**src/rtl/alu_host_pkg.sv**
```systemverilog
// Shared definitions for the ALU byte-bus initiator: op codes, FSM states
// and the result-width helper.
package alu_host_pkg;

  localparam logic [1:0] OP_ADD = 2'b00;
  localparam logic [1:0] OP_SUB = 2'b01;
  localparam logic [1:0] OP_MUL = 2'b10;
  localparam logic [1:0] OP_DIV = 2'b11;

  typedef enum logic [2:0] {
    S_IDLE  = 3'd0,
    S_BEGIN = 3'd1,
    S_SEND1 = 3'd2,
    S_SEND2 = 3'd3,
    S_SEND3 = 3'd4,
    S_WAIT  = 3'd5,
    S_RESP  = 3'd6
  } state_e;

  // mul and div return a high byte ahead of the final byte
  function automatic logic two_byte_result(input logic [1:0] op);
    return (op == OP_MUL) || (op == OP_DIV);
  endfunction

endpackage

```
**src/rtl/alu_watchdog.sv**
```systemverilog
// Loadable up-counter bounding the time spent waiting for the ALU end strobe.
module alu_watchdog #(
  parameter int unsigned TIMEOUT_CYCLES = 64
) (
  input  logic clk,
  input  logic rst,
  input  logic clear_i,
  input  logic enable_i,
  output logic expired_o
);
  import alu_host_pkg::*;

  localparam int unsigned W = $clog2(TIMEOUT_CYCLES + 1);

  logic [W-1:0] count_q, count_d;

  always_comb begin
    count_d = count_q;
    if (clear_i) begin
      count_d = '0;
    end else if (enable_i) begin
      count_d = count_q + W'(1);
    end
  end

  always_ff @(posedge clk or posedge rst) begin
    if (rst) begin
      count_q <= '0;
    end else begin
      count_q <= count_d;
    end
  end

  // Fires on the cycle whose increment brings the count to TIMEOUT_CYCLES
  assign expired_o = enable_i && (count_q == W'(TIMEOUT_CYCLES - 1));

endmodule

```
**src/rtl/alu_host_driver.sv**
```systemverilog
// Initiator for the 8-bit sequential ALU: sends op/operands, collects the
// 1- or 2-byte result and returns it, aborting hung transactions.
module alu_host_driver #(
  parameter int unsigned TIMEOUT_CYCLES = 64
) (
  input  logic        clk,
  input  logic        rst,
  input  logic        req_valid,
  output logic        req_ready,
  input  logic [1:0]  req_op,
  input  logic [15:0] req_x,
  input  logic [7:0]  req_y,
  output logic        rsp_valid,
  input  logic        rsp_ready,
  output logic [15:0] rsp_data,
  output logic        rsp_timeout,
  output logic [1:0]  alu_op,
  output logic        alu_begin,
  output logic [7:0]  alu_in,
  input  logic [7:0]  alu_out,
  input  logic        alu_end,
  output logic        alu_rst
);
  import alu_host_pkg::*;

  state_e      state_q, state_d;
  logic [15:0] x_q, x_d;
  logic [7:0]  y_q, y_d;
  logic [7:0]  hist_q, hist_d;
  logic        req_ready_q, req_ready_d;
  logic        rsp_valid_q, rsp_valid_d;
  logic [15:0] rsp_data_q, rsp_data_d;
  logic        rsp_timeout_q, rsp_timeout_d;
  logic [1:0]  alu_op_q, alu_op_d;
  logic        alu_begin_q, alu_begin_d;
  logic [7:0]  alu_in_q, alu_in_d;
  logic        alu_rst_q, alu_rst_d;
  logic        wd_clear, wd_enable, wd_expired;

  alu_watchdog #(.TIMEOUT_CYCLES(TIMEOUT_CYCLES)) u_watchdog (
    .clk       (clk),
    .rst       (rst),
    .clear_i   (wd_clear),
    .enable_i  (wd_enable),
    .expired_o (wd_expired)
  );

  // Outputs are registered: each *_d is the value for the next state's cycle
  always_comb begin
    state_d       = state_q;
    x_d           = x_q;
    y_d           = y_q;
    hist_d        = hist_q;
    req_ready_d   = req_ready_q;
    rsp_valid_d   = rsp_valid_q;
    rsp_data_d    = rsp_data_q;
    rsp_timeout_d = rsp_timeout_q;
    alu_op_d      = alu_op_q;
    alu_begin_d   = 1'b0;
    alu_in_d      = '0;
    alu_rst_d     = 1'b0;
    wd_clear      = 1'b0;
    wd_enable     = 1'b0;

    case (state_q)
      S_IDLE: begin
        if (req_valid) begin
          x_d         = req_x;
          y_d         = req_y;
          alu_op_d    = req_op;
          req_ready_d = 1'b0;
          alu_begin_d = 1'b1;
          state_d     = S_BEGIN;
        end
      end
      S_BEGIN: begin
        alu_in_d = y_q;
        state_d  = S_SEND1;
      end
      S_SEND1: begin
        alu_in_d = (alu_op_q == OP_DIV) ? x_q[15:8] : x_q[7:0];
        state_d  = S_SEND2;
      end
      S_SEND2: begin
        if (alu_op_q == OP_DIV) begin
          alu_in_d = x_q[7:0];
          state_d  = S_SEND3;
        end else begin
          hist_d   = '0;
          wd_clear = 1'b1;
          state_d  = S_WAIT;
        end
      end
      S_SEND3: begin
        hist_d   = '0;
        wd_clear = 1'b1;
        state_d  = S_WAIT;
      end
      S_WAIT: begin
        wd_enable = 1'b1;
        hist_d    = alu_out;
        // alu_end takes priority over a watchdog expiring in the same cycle
        if (alu_end) begin
          rsp_data_d    = two_byte_result(alu_op_q) ? {hist_q, alu_out}
                                                    : {8'h00, alu_out};
          rsp_timeout_d = 1'b0;
          rsp_valid_d   = 1'b1;
          state_d       = S_RESP;
        end else if (wd_expired) begin
          rsp_data_d    = '0;
          rsp_timeout_d = 1'b1;
          rsp_valid_d   = 1'b1;
          alu_rst_d     = 1'b1;
          state_d       = S_RESP;
        end
      end
      S_RESP: begin
        if (rsp_ready) begin
          rsp_valid_d   = 1'b0;
          rsp_timeout_d = 1'b0;
          req_ready_d   = 1'b1;
          state_d       = S_IDLE;
        end
      end
      default: begin
        state_d     = S_IDLE;
        req_ready_d = 1'b1;
        rsp_valid_d = 1'b0;
      end
    endcase
  end

  always_ff @(posedge clk or posedge rst) begin
    if (rst) begin
      state_q       <= S_IDLE;
      x_q           <= '0;
      y_q           <= '0;
      hist_q        <= '0;
      req_ready_q   <= 1'b1;
      rsp_valid_q   <= 1'b0;
      rsp_data_q    <= '0;
      rsp_timeout_q <= 1'b0;
      alu_op_q      <= '0;
      alu_begin_q   <= 1'b0;
      alu_in_q      <= '0;
      alu_rst_q     <= 1'b0;
    end else begin
      state_q       <= state_d;
      x_q           <= x_d;
      y_q           <= y_d;
      hist_q        <= hist_d;
      req_ready_q   <= req_ready_d;
      rsp_valid_q   <= rsp_valid_d;
      rsp_data_q    <= rsp_data_d;
      rsp_timeout_q <= rsp_timeout_d;
      alu_op_q      <= alu_op_d;
      alu_begin_q   <= alu_begin_d;
      alu_in_q      <= alu_in_d;
      alu_rst_q     <= alu_rst_d;
    end
  end

  assign req_ready   = req_ready_q;
  assign rsp_valid   = rsp_valid_q;
  assign rsp_data    = rsp_data_q;
  assign rsp_timeout = rsp_timeout_q;
  assign alu_op      = alu_op_q;
  assign alu_begin   = alu_begin_q;
  assign alu_in      = alu_in_q;
  assign alu_rst     = alu_rst_q;

endmodule

```
**config.mk**
```make
export PLATFORM = sky130hd
export DESIGN_NAME = alu_host_driver
export DESIGN_NICKNAME = d
export VERILOG_FILES = /design/src/rtl/alu_host_pkg.sv /design/src/rtl/alu_watchdog.sv /design/src/rtl/alu_host_driver.sv
export SDC_FILE = /design/constraint.sdc
export NUM_CORES = 1
export LEC_CHECK = 0
export CORE_MARGIN = 2
export CORE_UTILIZATION = 45
export DETAILED_ROUTE_END_ITERATION = 12
export PLACE_DENSITY = 0.86
export SLEW_MARGIN = 20
export SYNTH_ARGS = -nofsm -noshare
export SYNTH_HDL_FRONTEND = slang
export SYNTH_HIERARCHICAL = 1
export SYNTH_SLANG_ARGS = --single-unit
```
**constraint.sdc**
```tcl
create_clock -name clk -period 2.1 [get_ports clk]
set_input_delay 0.315 -clock clk [delete_from_list [all_inputs] [get_ports clk]]
set_output_delay 0.315 -clock clk [all_outputs]
set_load 0.05 [all_outputs]
```
# ---- Word-level counts from Yosys, hierarchy flattened
# Cells that the tools add are included.
dict set report totals {
  reg_bits 73
  latchBits 0
  ramBits 0
  romBits 0
  inputBits 39
  out_inout_bits 31
  word_cells 78
  memories 0
}
dict set report classes {
  addsub 1
  multipliers 0
  div_mod_pow 0
  order_cmp 0
  eq_ne 13
  shift 0
  mux 33
  bitwise_logic 2
  n_reduce_logical 16
}
# op count
set op_table {}
lappend op_table {{$mux W16} 3}
lappend op_table {{$pmux W8 S3} 2}
lappend op_table {{$mux W8} 3}
lappend op_table {{$pmux W3 S7} 1}
lappend op_table {{$mux W1} 14}
lappend op_table {{$mux W7} 2}
lappend op_table {{$mux W3} 4}
lappend op_table {{$reduce_and A3 Y1} 4}
lappend op_table {{$reduce_or A5 Y1} 2}
lappend op_table {{$eq A3 B3 Y1 const B} 3}
lappend op_table {{$add A7 B1 Y7 const B} 1}
lappend op_table {{$eq A7 B6 Y1 const B} 1}
lappend op_table {{$eq A3 B2 Y1 const B} 2}
lappend op_table {{$ne A2 B2 Y1 const B} 3}
lappend op_table {{$pmux W1 S3} 2}
lappend op_table {{$reduce_and A2 Y1} 3}
lappend op_table {{$reduce_bool A2 Y1} 3}
lappend op_table {{$eq A2 B2 Y1 const B} 2}
lappend op_table {{$pmux W1 S2} 2}
lappend op_table {{$eq A3 B1 Y1 const B} 1}
lappend op_table {{$logic_not A3 Y1} 1}
lappend op_table {{$ne A3 B2 Y1 const B} 1}
lappend op_table {{$reduce_bool A3 Y1} 1}
lappend op_table {{$not A1 Y1} 2}
lappend op_table {{other kinds (2)} 2}

# ---- Logic depth before layout (Yosys ltp)
# Gate-level depths: netlist of run 1.
dict set report depth {
  ltp_word 6
  depth_mapped 9
  depth_no_buf 7
}

# ---- By module
# Netlist of run 1, hierarchy kept.
# module n_inst cells_each area_per_inst_um2 seq_area_each_um2
set modules_own_cells {}
lappend modules_own_cells {alu_host_driver 1 197 2755.1 1652.8}
lappend modules_own_cells {alu_watchdog 1 31 315.3 175.2}

# ---- Worst setup path before layout of run 1
# Ideal clock, no wire load.
dict set report synth_timing {
  path_kind {register to register}
  start {register state_q[1]}
  end {register rsp_timeout_q (netlist: rsp_timeout)}
  setup_ns 0.080
  t_arrival_ns 2.201
  required_ns 2.020
  setup_slack_ns -0.180
  path_stages_with_launch 10
  path_buffers 2
  period_less_slack_ns 2.280
  cell_sequence {dfrtp_1 -> and3b_1 -> clkbuf_1 -> nand4_1 -> or3_1 -> inv_1 -> nor2_1 -> nor2b_1 -> clkbuf_1 -> a2bb2oi_1}
}
dict set report synth_between {
  elab_chain_len 5
  word_cells_on_any_way 9
  classes_between {eq/ne: 4; mux: 2; reduce/logical: 3}
}
# element line_no
set synth_rtl {}
lappend synth_rtl {{from (decl)} alu_host_driver.sv:26} ;# state_e state_q, state_d;
lappend synth_rtl {{from (signal assigned)} alu_host_driver.sv:148} ;# state_q <= state_d;
lappend synth_rtl {{$eq A3 B3 Y1} alu_host_driver.sv:65} ;# case (state_q)
lappend synth_rtl {{$mux W1} alu_host_driver.sv:65}
lappend synth_rtl {{$logic_and A1 B1 Y1} alu_watchdog.sv:35} ;# assign expired_o = enable_i && (count_q == W'(TIMEOUT_CYCLES - 1));
lappend synth_rtl {{named net wd_expired} alu_host_driver.sv:38} ;# logic wd_clear, wd_enable, wd_expired;
lappend synth_rtl {{$ne A3 B2 Y1 (no source line)} n/a}
lappend synth_rtl {{$reduce_and A3 Y1 (no source line)} n/a}
lappend synth_rtl {{to (signal assigned)} alu_host_driver.sv:155} ;# rsp_timeout_q <= rsp_timeout_d;
lappend synth_rtl {{to (decl)} alu_host_driver.sv:33} ;# logic rsp_timeout_q, rsp_timeout_d;
# The timed path passes the listed nets, and every way through them passes these cells.
# A chain may end at the register's enable or synchronous reset.

# ---- Worst setup path in the final report of run 1
dict set report layout_timing {
  start {register req_ready_q (netlist: req_ready)}
  end {output req_ready}
}
# element line_no
set layout_rtl {}
lappend layout_rtl {{from (decl)} alu_host_driver.sv:30} ;# logic req_ready_q, req_ready_d;
lappend layout_rtl {{from (signal assigned)} alu_host_driver.sv:152} ;# req_ready_q <= req_ready_d;
lappend layout_rtl {{to (decl)} alu_host_driver.sv:9} ;# output logic req_ready,
# No word-level cell between the ends.

==> results.sh, run 1 <==
export IMPL_fp_coreArea_um2=6680
export IMPL_maxSlewHeadroom=0.386
export IMPL_avgSynthCellArea_um2=13.5
export IMPL_critical_path_class="reg -> out"
export IMPL_crit_arrival_ns=1.68
export IMPL_grt_max_degree=43
export IMPL_clk_latency_ns=0.34
export IMPL_placedCellCount=379
export IMPL_required_ns=1.78
export IMPL_path_cells="clkdlybuf4s50_1"
export IMPL_mappedNetlistArea_um2=3070
export IMPL_cts_path_max_buffers=2
export IMPL_dr_max_layer_used="met4"
export IMPL_rsz0062_at_grt="no"
export IMPL_reg2reg_from="state_q[1]"
export IMPL_cp_end_kind="output pin"
export IMPL_syn2layout_area_growth_pct=32.3
export IMPL_wl_met1_um=2880
export IMPL_p_leak_nw=1.82
export IMPL_r2r_slack_ns=0.14
export IMPL_crit_buf_inv=1
export IMPL_overflow=0
export IMPL_grt_first_pass_wirelength_um=10600
export IMPL_fmax_mhz=502
export IMPL_root_buffer="clkbuf_8"
export IMPL_drc=0
export IMPL_fin_setup_tns_ns=0
export IMPL_synth_seq_area_share=0.595
export IMPL_cts_tree="built"
export IMPL_design_die_area_um2=7500
export IMPL_synth_nets=268
export IMPL_post_dp_hpwl_um=4410
export IMPL_dr_wl_met2_um=2880
export IMPL_final_max_slew_viol_count=0
export IMPL_hold_path_class="in -> async"
export IMPL_cap_violations=0
export IMPL_htree_levels=3
export IMPL_finalCritPeriodShare=0.949
export IMPL_skew_ns=0.00765
export IMPL_met3_length_um=326
export IMPL_fin_crit_ns=1.99
export IMPL_final_common_cell="dfrtp_1"
export IMPL_ant_nets=0
export IMPL_p_per_area_nw_per_um2=1550
export IMPL_crit_slowest_cell="clkdlybuf4s50_1"
export IMPL_slowest_delay_ns=0.80
export IMPL_reg2reg_to="rsp_data[9]"
export IMPL_start_util=0.460
export IMPL_wl_per_cell_um=15.7
export IMPL_outcome="finished, final reports clean"
export IMPL_antenna_found_initial=0
export IMPL_critical_path_top_delay_family="buffers and inverters"
export IMPL_ys_seq_elements=73
export IMPL_final_cells=395
export IMPL_die_h_um=86.6
export IMPL_die_x_um=86.6
export IMPL_cts_hold_buffers_added=0
export IMPL_place_congestion=0.783
export IMPL_cts_setup_buffers=0
export IMPL_crit_fanout=3
export IMPL_numClockSinks=73
export IMPL_first_iter_violations=84
export IMPL_syn_inst=228
export IMPL_num_vias=2100
export IMPL_start_kind="register"
export IMPL_ir_drop_uv=781
export IMPL_synth_distinct_cells=38
export IMPL_ys_warn_count=6
export IMPL_nets=350
export IMPL_cts_buffers=9
export IMPL_routed_via_density=5.32
export IMPL_hold_viol=0
export IMPL_wirelength_um=6210
export IMPL_clk_pin_slew_ns=0.07
export IMPL_diodes=0
export IMPL_layout_common_cells="72 x dfrtp_1, 68 x clkdlybuf4s50_1, 19 x mux2_4, 16 x a22o_1"
export IMPL_worst_slew_pin_slew_ns=0.919
export IMPL_io_pins=70
export IMPL_finalSetupViolations=0
export IMPL_grt_pass1_vias=2180
export IMPL_row_count=30
export IMPL_drtPass1Iterations=4
export IMPL_reg2reg_depth=8
export IMPL_io_buffers=69
export IMPL_grt_use_total=0.185
export IMPL_drive_gt1_frac=0.194
==> worst max path at each step <==
stage                        to  cells after the start                  start  slack, ns
floorplan           rsp_timeout                      9             state_q[1]       0.07
global placement      alu_op[1]                      5              req_valid       0.09
detailed placement    alu_op[1]                      5              req_valid       0.07
CTS                 rsp_data[9]                      8             state_q[1]       0.04
global route        rsp_data[9]                      8  u_watchdog/count_q[0]       0.03
finish                req_ready                      1              req_ready       0.11
==> through the flow <==
step	hold slack (ns)	util	cell area, um^2	setup slack, ns	power (W)
finish	0.282	0.608	4060	0.107	0.00628
global route	0.305	0.608	4060	0.0342	0.00666
CTS	0.273	0.607	4060	0.0429	0.00634
detailed placement	0.488	0.584	3900	0.0745	0.00541
global placement	0.485	0.584	3900	0.0918	0.00533
floorplan	0.118	-	3070	0.0691	0.00446
==> area by class of cell <==
class | count | area [um^2]
inverters | 12 | 45.0
flip-flops and latches | 73 | 1830
multi-input cells | 132 | 1120
well taps | 80 | 100
clock buffers | 12 | 135
fillers | 536 | 2620
repair buffers | 82 | 811
clock inverters | 4 | 20.0
==> layer usage <==
| metal | GRT usage | up-vias |
|---|---|---|
| li1 | - | 987 |
| met1 | 0.252 | 1029 |
| met2 | 0.287 | 73 |
| met3 | 0.0381 | 11 |
| met4 | 0.0852 | 0 |
| met5 | 0 | - |
==> where the power goes <==
| group | switching [W] | internal [W] | leakage (nW) |
|---|---|---|---|
| combinational | 0.00166 | 0.00136 | 0.813 |
| sequential | 0.000359 | 0.00200 | 0.927 |
| clock | 0.000481 | 0.000422 | 0.0839 |
==> cells by family (layout without fill, tap and decap cells) <==
kind of cell,after synthesis,after routing,synth area share
AOI/OAI and AO/OA,50,50,0.123
DFF,73,73,0.595
buffers and inverters,23,110,0.0399
adders and majority gates,1,1,0.00407
and+or+nand+nor,48,48,0.0982
muxes,28,28,0.126
xor gates and xnor gates,5,5,0.0143
==> synthesized netlist by cell type <==
cell / n / area share
a21boi_1: 1 / 0.0024
a21oi_1: 5 / 0.0081
a221o_1: 8 / 0.026
a22o_1: 16 / 0.046
a2bb2oi_1: 2 / 0.0057
a32o_1: 1 / 0.0033
a32oi_1: 1 / 0.0029
and2_0: 1 / 0.0020
and2_1: 8 / 0.016
and3b_1: 3 / 0.0086
buf_12: 2 / 0.013
buf_2: 3 / 0.0049
clkbuf_1: 6 / 0.0073
dfrtp_1: 72 / 0.59
dfstp_2: 1 / 0.0086
ha_1: 1 / 0.0041
inv_1: 12 / 0.015
mux2_2: 8 / 0.029
mux2_4: 19 / 0.093
mux2i_1: 1 / 0.0033
nand2_1: 6 / 0.0073
nand3b_1: 1 / 0.0024
nand4_1: 10 / 0.020
nor2_1: 9 / 0.011
nor2_8: 1 / 0.0065
nor2b_1: 3 / 0.0061
nor3_2: 1 / 0.0033
nor3b_1: 1 / 0.0024
nor3b_2: 1 / 0.0041
o21a_1: 1 / 0.0024
o21ai_0: 12 / 0.020
o21ai_1: 1 / 0.0016
o21bai_1: 1 / 0.0024
o31ai_1: 1 / 0.0024
or3_1: 2 / 0.0041
or3b_4: 1 / 0.0037
xnor2_1: 2 / 0.0057
xor2_1: 3 / 0.0086
==> registers in the layout (all words and copies together) (netlist names) <==
name and cells:
hist_q 8, alu_in 8, rsp_data 16, rsp_timeout 1, y_q 8, state_q 3, x_q 16, alu_begin 1
req_ready 1, alu_rst 1, u_watchdog/count_q 7, alu_op 2, rsp_valid 1
==> repair_timing <==
| action | in CTS | in global routing |
|---|---|---|
| resized for setup | 0 | 1 |
| hold endpoints to repair | 0 | 0 |
| setup endpoints to repair | 0 | 8 |
Power figures use the tool's default switching activity.
==> run 2, diff against run 1 <==
- PLACE_DENSITY: 0.86 -> 0.83
- clock period: 2.1 -> 2.2 ns (I/O delays scaled with it)
==> run 2 against run 1 <==
  * Sequential cell count did not move
  * Global-route usage grew 0.26 points
  * Highest routed layer unchanged
  * First-iteration DRC count rose by 52%
  * Total power grew 1.9%
  * Clock-buffer cell count unchanged
  * Utilization rose by 1.2 points
  * Clock skew increased by 0.0022 ns
  * Final cell count fell by 0.76%
  * Critical path depth did not move
  * Sequential share of layout area shrank 0.86 points
  * Clock power increased by 43%
  * Routed wire length is 0.21% higher
==> results.sh, run 2 (synthesis results as in run 1) <==
export IMPL_outcome="finished, final reports clean"
export IMPL_htree_levels=3
export IMPL_setup_ws_ns=0.206
export IMPL_wirelength_um=6220
export IMPL_cap_violations=0
export IMPL_clk_latency_ns=0.33
export IMPL_drc=0
export IMPL_io_buffers=69
export IMPL_grt_first_pass_wirelength_um=10800
export IMPL_fp_coreArea_um2=6680
export IMPL_grt_max_degree=53
export IMPL_reg2reg_to="rsp_data[13]"
export IMPL_cts_buffers=9
export IMPL_cts_path_max_buffers=2
export IMPL_root_buffer="clkbuf_8"
export IMPL_nets=347
export IMPL_slowest_delay_ns=0.80
export IMPL_skew_ns=0.00984
export IMPL_grt_use_total=0.188
export IMPL_fin_setup_tns_ns=0
export IMPL_cts_hold_buffers_added=0
export IMPL_place_congestion=0.744
export IMPL_p_sw_frac=0.374
export IMPL_routed_via_density=5.26
export IMPL_first_iter_violations=128
export IMPL_fin_crit_ns=1.99
export IMPL_syn2layout_area_growth_pct=34.8
export IMPL_r2r_slack_ns=0.25
export IMPL_drive_gt1_frac=0.189
export IMPL_finalCritPeriodShare=0.907
export IMPL_placedCellCount=376
export IMPL_ir_drop_uv=871
export IMPL_final_max_slew_viol_count=0
export IMPL_numClockSinks=73
export IMPL_clk_pin_slew_ns=0.08
export IMPL_post_dp_hpwl_um=4400
export IMPL_fmax_mhz=501
export IMPL_io_pins=70
export IMPL_fill_cells=524
export IMPL_finalSetupViolations=0
export IMPL_rsz0062_at_grt="no"
export IMPL_power_frac_clock=0.201
export IMPL_timing_hold_ws_ns=0.278
export IMPL_post_place_ws_ns=0.150
export IMPL_critical_path_class="reg -> out"
export IMPL_crit_buf_inv=1
export IMPL_share_comb_of_total_power=0.450
export IMPL_reg2reg_from="state_q[1]"
export IMPL_hold_viol=0
export IMPL_die_h_um=86.6
export IMPL_p_leak_nw=1.85
export IMPL_antenna_found_initial=0
export IMPL_num_vias=2062
export IMPL_cts_tree="built"
export IMPL_power_switching_w=0.00239
export IMPL_pwr_share_seq=0.349
export IMPL_start_kind="register"
export IMPL_final_cells=392
export IMPL_hold_path_class="in -> async"
export IMPL_grt_pass1_vias=2241
export IMPL_critical_path_top_delay_family="buffers and inverters"
export IMPL_final_common_cell="dfrtp_1"
export IMPL_required_ns=1.87
export IMPL_maxSlewHeadroom=0.471
export IMPL_wl_per_cell_um=15.9
export IMPL_p_per_area_nw_per_um2=1550
export IMPL_layout_common_cells="72 x dfrtp_1, 69 x clkdlybuf4s50_1, 19 x mux2_4, 16 x a22o_1, 12 x o21ai_0"
export IMPL_crit_fanout=3
export IMPL_row_count=30
export IMPL_worst_slew_pin_slew_ns=0.792
export IMPL_power_internal_w=0.00401
export IMPL_ant_nets=0
export IMPL_crit_arrival_ns=1.66
export IMPL_design_die_area_um2=7500
export IMPL_cp_end_kind="output pin"
export IMPL_overflow=0
export IMPL_start_util=0.460
export IMPL_die_x_um=86.6
export IMPL_reg2reg_depth=8
export IMPL_diodes=0
export IMPL_crit_slowest_cell="clkdlybuf4s50_1"
export IMPL_drtPass1Iterations=4
export IMPL_path_cells="clkdlybuf4s50_1"
-- run 2: changes by cell type in the layout (fill, tap and decap cells not counted) --
cell,previous run,this run
bufinv_16,0,3
clkdlybuf4s50_1,68,69
buf_4,12,8
clkinv_2,4,0
clkbuf_8,9,11
clkbuf_1,3,1
clkinv_4,0,1
-- run 2: worst max-delay path by stage --
stage                    start            to  slack, ns  depth (start not counted)
global placement     req_valid       x_q[13]       0.19                          5
floorplan           state_q[1]   rsp_timeout        0.1                          9
global route        state_q[1]  rsp_data[13]       0.07                          8
finish               req_ready     req_ready       0.21                          1
CTS                 state_q[1]  rsp_data[13]       0.17                          8
detailed placement   req_valid       x_q[13]       0.15                          5
-- run 2: repair_timing --
| item | CTS | global route |
|---|---|---|
| gates resized for setup | 0 | 1 |
| endpoints found under the setup margin | 0 | 4 |
| buffers inserted | 0 | 0 |
-- run 2: metal layers --
metal | track usage | wire [um] | up-vias
met5 | 0 | 0 | -
li1 | - | - | 976
met2 | 0.303 | 2950 | 64
met4 | 0.0639 | 78 | 0
met3 | 0.0524 | 332 | 7
met1 | 0.246 | 2860 | 1015
-- run 2: metrics by stage --
step            util  cell area (um^2)  total power, W
3_3_place_gp   0.581              3880         0.00505
4_1_cts        0.619              4140         0.00645
2_1_floorplan      -              3070         0.00426
6_report       0.620              4140         0.00640
5_1_grt        0.620              4140         0.00676
3_5_place_dp   0.581              3880         0.00515
-- run 2: cell type report --
cell class                 instances  area [um^2]  area share
timing repair buffer              79          791       0.191
clock inverter                     4         98.8      0.0239
sequential                        73         1830       0.442
tap                               80          100      0.0242
clock buffer                      12          155      0.0375
multi-input combinational        132         1120       0.271
inverter                          12         45.0      0.0109
-- run 2: power groups by stage --
stage	Combinational (W)	Sequential, W	Clock, W
6_report	0.00288	0.00223	0.00129
5_1_grt	0.00308	0.00230	0.00138
4_1_cts	0.00290	0.00224	0.00132
3_5_place_dp	0.00289	0.00225	0
3_3_place_gp	0.00282	0.00223	0
2_1_floorplan	0.00128	0.00298	0
==> RTL edit 1: new RTL, config.mk and constraints of run 1 <==
Put one more register stage on the output `rsp_timeout`, cleared by the reset. The value now appears one clock later. The other outputs are not delayed to match.
--- a/src/rtl/alu_host_driver.sv
+++ b/src/rtl/alu_host_driver.sv
@@ -163,7 +163,13 @@
   assign req_ready   = req_ready_q;
   assign rsp_valid   = rsp_valid_q;
   assign rsp_data    = rsp_data_q;
-  assign rsp_timeout = rsp_timeout_q;
+  always_ff @(posedge clk or posedge rst) begin
+    if (rst) begin
+      rsp_timeout <= '0;
+    end else begin
+      rsp_timeout <= rsp_timeout_q;
+    end
+  end
   assign alu_op      = alu_op_q;
   assign alu_begin   = alu_begin_q;
   assign alu_in      = alu_in_q;
Formal check against the unedited RTL: same outputs for any inputs over 10 cycles, from zero or initial values and one cycle with rst high; that may be too few to reach the edited logic, so the function may still have changed.
==> RTL edit 1 against run 1 <==
Power is 3.8% higher; sequential share of layout area fell by 0.27 points; maximum frequency fell by 0.10%; synthesized area grew 0.81%; synthesized cell count is 0.44% higher; routed wire length increased by 0.34%; global-route usage fell by 0.43 points; setup slack got worse by 0.0021 ns; die area increased by 0.79%; final area increased by 2.0%; utilization is 0.85 points higher; sequential cell count grew 1; hold slack worse by 0.016 ns; largest power group unchanged.
==> RTL edit 1: results (changes against run 1) <==
initial antenna violation count=0 (unchanged); dpl cells=381 (was 379); Clock transition at path regs=0.07 ns (about the same); wire per inst=15.7 um (about the same); fin nets=352 (was 350); WL final=6.23 mm (was 6.21 mm); Initial DRC Count=44 (was 84); GRT Total Usage=18.1% (was 18.5%); status=finished clean (unchanged); relative slew slack=51.4% (was 38.6%); Via density=5.18 (was 5.32); largest net degree at the start of global routing=41 (was 43); H-tree levels=3 (unchanged); post-synth net total=269 (was 268); PortBufs=69 (unchanged); VDD IR max=0.000701 V (was 0.000781 V); antenna diode count=0 (unchanged); asr flop ratio synth=100% (unchanged); hold_buf cts=0 (unchanged); # DRC=0 (unchanged); yosys warns=6 (unchanged); synth cell count leaders=dfrtp_1, mux2_4, a22o_1, inv_1, o21ai_0 (unchanged); Max Buffers Root-to-Sink=2 (unchanged); drt first pass iters=4 (unchanged); Unique masters post-synth=38 (unchanged); vias in the first global route=2178 (was 2180); Num CTS Buffers=9 (unchanged); Gate Count Post-Synth=229 (was 228); register area share after synthesis=59.9% (was 59.5%); clk_skew=0.00809 ns (was 0.00765 ns); top cell family by delay on the critical path=buffers and inverters (unchanged); hpwl dp=4.59 mm (was 4.41 mm); Clk Latency, worst-skew pair=0.34 ns (about the same); Layout fillers=536 (unchanged); gp weighted congestion=0.788 (was 0.783); postcts setup bufs=0 (unchanged); Crit-path slowest cell=clkdlybuf4s50_1 (unchanged); leakage=0.00186 uW (was 0.00182 uW); DP Area=3940 um2 (was 3900 um2); worst min path class=primary input to async pin (unchanged); share of cells above drive strength 1=19.9% (was 19.4%); max incr delay on CP=0.80 ns (about the same); CP arrival=1.68 ns (about the same); Top FF cell, synth=dfrtp_1 (unchanged); # resized after CTS=0 (unchanged); Root Buffer=clkbuf_8 (unchanged); synth top area cells=dfrtp_1, mux2_4, a22o_1 (unchanged); global-route wire length before repair=10.5 mm (was 10.6 mm); Worst Path Max Fanout=3 (unchanged)
==> RTL edit 1: cell types whose count changed after synthesis, sizes merged <==
cell   before  now
dfrtp      72   73
==> RTL edit 1: per-stage QoR <==
| step | setup slack (ns) | utilization [%] |
|---|---|---|
| 5_1_grt | 0.0429 | 61.6 |
| 6_report | 0.105 | 61.6 |
| 3_3_place_gp | 0.121 | 58.6 |
| 4_1_cts | 0.0747 | 61.6 |
| 2_1_floorplan | 0.0691 | - |
| 3_5_place_dp | 0.101 | 58.6 |
==> RTL edit 1: area by class of cell <==
type	instances	share of cell area, %
clock buffers	12	3.75
clock inverters	4	1.21
inverters	12	1.09
multi-input cells	132	27.0
flip-flops and latches	74	44.7
well taps	80	2.42
repair buffers	83	19.8
==> RTL edit 1: worst paths after layout <==
kind,startpoint,slack (ns),depth (start not counted),endpoint
worst max-delay path,req_ready,0.10,1,req_ready
worst min-delay path,rst,0.27,2,u_watchdog/count_q[0]
worst max register to register,state_q[1],0.20,8,rsp_data[8]
worst min register to register,rsp_timeout_q,0.39,0,rsp_timeout
max in group asynchronous,rst,1.28,3,req_ready
min in group clk,rsp_timeout_q,0.39,0,rsp_timeout
==> RTL edit 1: per-layer routing <==
layer  wire length [um]  GRT usage [%]  vias up
met5                  0              0        -
met4                 40           5.97        0
met3                424           7.01        4
met2               2990           28.0       65
met1               2780           23.5      994
li1                   -              -      992
==> RTL edit 1: where the power goes <==
part           total [uW]  internal, uW  switching (uW)
Combinational        3020          1360            1660
Sequential           2390          2030             359
Clock                1120           612             503
Total                6520          4010            2520
==> RTL edit 1: kinds of logic after synthesis <==
group	synth area share [%]
buffers and inverters	3.96
adder cells (fa/ha/maj)	0.404
flip-flops	59.9
XOR/XNOR	1.41
AO/OA/AOI/OAI	12.2
AND/OR/NAND/NOR	9.74
multiplexers	12.4
==> RTL edit 2: new RTL, config.mk and constraints of run 1 <==
Made on the original files. `TIMEOUT_CYCLES` is set to 64 in 2 places; all go to 32.
--- a/src/rtl/alu_watchdog.sv
+++ b/src/rtl/alu_watchdog.sv
@@ -1,6 +1,6 @@
 // Loadable up-counter bounding the time spent waiting for the ALU end strobe.
 module alu_watchdog #(
-  parameter int unsigned TIMEOUT_CYCLES = 64
+  parameter int unsigned TIMEOUT_CYCLES = 32
 ) (
   input  logic clk,
   input  logic rst,
--- a/src/rtl/alu_host_driver.sv
+++ b/src/rtl/alu_host_driver.sv
@@ -1,7 +1,7 @@
 // Initiator for the 8-bit sequential ALU: sends op/operands, collects the
 // 1- or 2-byte result and returns it, aborting hung transactions.
 module alu_host_driver #(
-  parameter int unsigned TIMEOUT_CYCLES = 64
+  parameter int unsigned TIMEOUT_CYCLES = 32
 ) (
   input  logic        clk,
   input  logic        rst,
Function: no difference found for any inputs over 10 cycles, from zero or initial values and one cycle with rst high; that may be too few to reach the edited logic, so the function may still have changed.
==> RTL edit 2 against run 1 <==
Setup slack lost 0.0050 ns; critical path type unchanged; register-to-register slack gained 0.09 ns; routed wire length grew 1.3%; global-route usage shrank 0.26 points; final area grew 1.5%; sequential cell count shrank 1; highest routed layer unchanged; synthesized area shrank 1.1%; power grew 8.0%; die area shrank 1.0%; largest cell class unchanged; critical endpoint unchanged.
==> RTL edit 2: results (changes against run 1) <==
Syn Area/Cell=13.5 um2 (about the same); multi-input logic area=1110 um2 (was 1120 um2); VDD IR max=0.000846 V (was 0.000781 V); R2R depth=4 (was 8); DP Area=3860 um2 (was 3900 um2); Initial DRC Count=70 (was 84); reg2reg setup slack=0.23 ns (was 0.14 ns); Sw Pwr=2530 uW (was 2500 uW); buffering overhead=19.6% (was 20.0%); detailed-route via count=2069 (was 2100); status=finished clean (unchanged); nonclk inv count=11 (was 12); Clock Sinks=72 (was 73); wire per inst=16.3 um (was 15.7 um); Synth Area in Compound Gates=12.1% (was 12.3%); dpl cells=370 (was 379); Max Freq=500 MHz (was 502 MHz); clkbuf count=11 (was 12); nonclk buf count=80 (was 82); pre-CTS setup slack=0.109 ns (was 0.0745 ns); Synth Area in Adders=0.412% (was 0.407%); sequential cell area share=43.7% (was 45.0%); share of cells above drive strength 1=19.4% (about the same); hpwl dp=4.49 mm (was 4.41 mm); Critical R2R Capture=alu_in[2] (was rsp_data[9]); Unique masters post-synth=40 (was 38); clk_skew=0.0126 ns (was 0.00765 ns); global-route wire length before repair=10.3 mm (was 10.6 mm); Tap Cells=77 (was 80); Layout Cells excl Fill=386 (was 395)
RTL edit 2: changes by cell type after synthesis, sizes merged:
cell	before	now
a21oi	5	4
buf	5	6
dfrtp	72	71
inv	12	11
nand2	6	5
nand3	0	1
nor3	1	2
o21ai	13	12
or3	2	1
RTL edit 2: power groups by stage:
stage | sequential [uW] | clock [uW] | combinational, uW
global route | 2460 | 1510 | 3150
detailed placement | 2410 | 0 | 2990
floorplan | 3100 | 0 | 1350
global placement | 2370 | 0 | 2920
CTS | 2390 | 1440 | 3000
finish | 2390 | 1420 | 2970
RTL edit 2: repair_timing:
action / 4_1_cts / 5_1_grt
setup buffers: 0 / 0
endpoints found under the setup margin: 0 / 4
gates resized for setup: 0 / 1
RTL edit 2: metal layers:
layer	vias up	part of all wire [%]	global-route usage [%]
li1	973	-	-
met1	1026	46	24.2
met2	62	49	29.0
met3	8	4.4	3.85
met4	0	1.2	8.23
met5	-	0	0
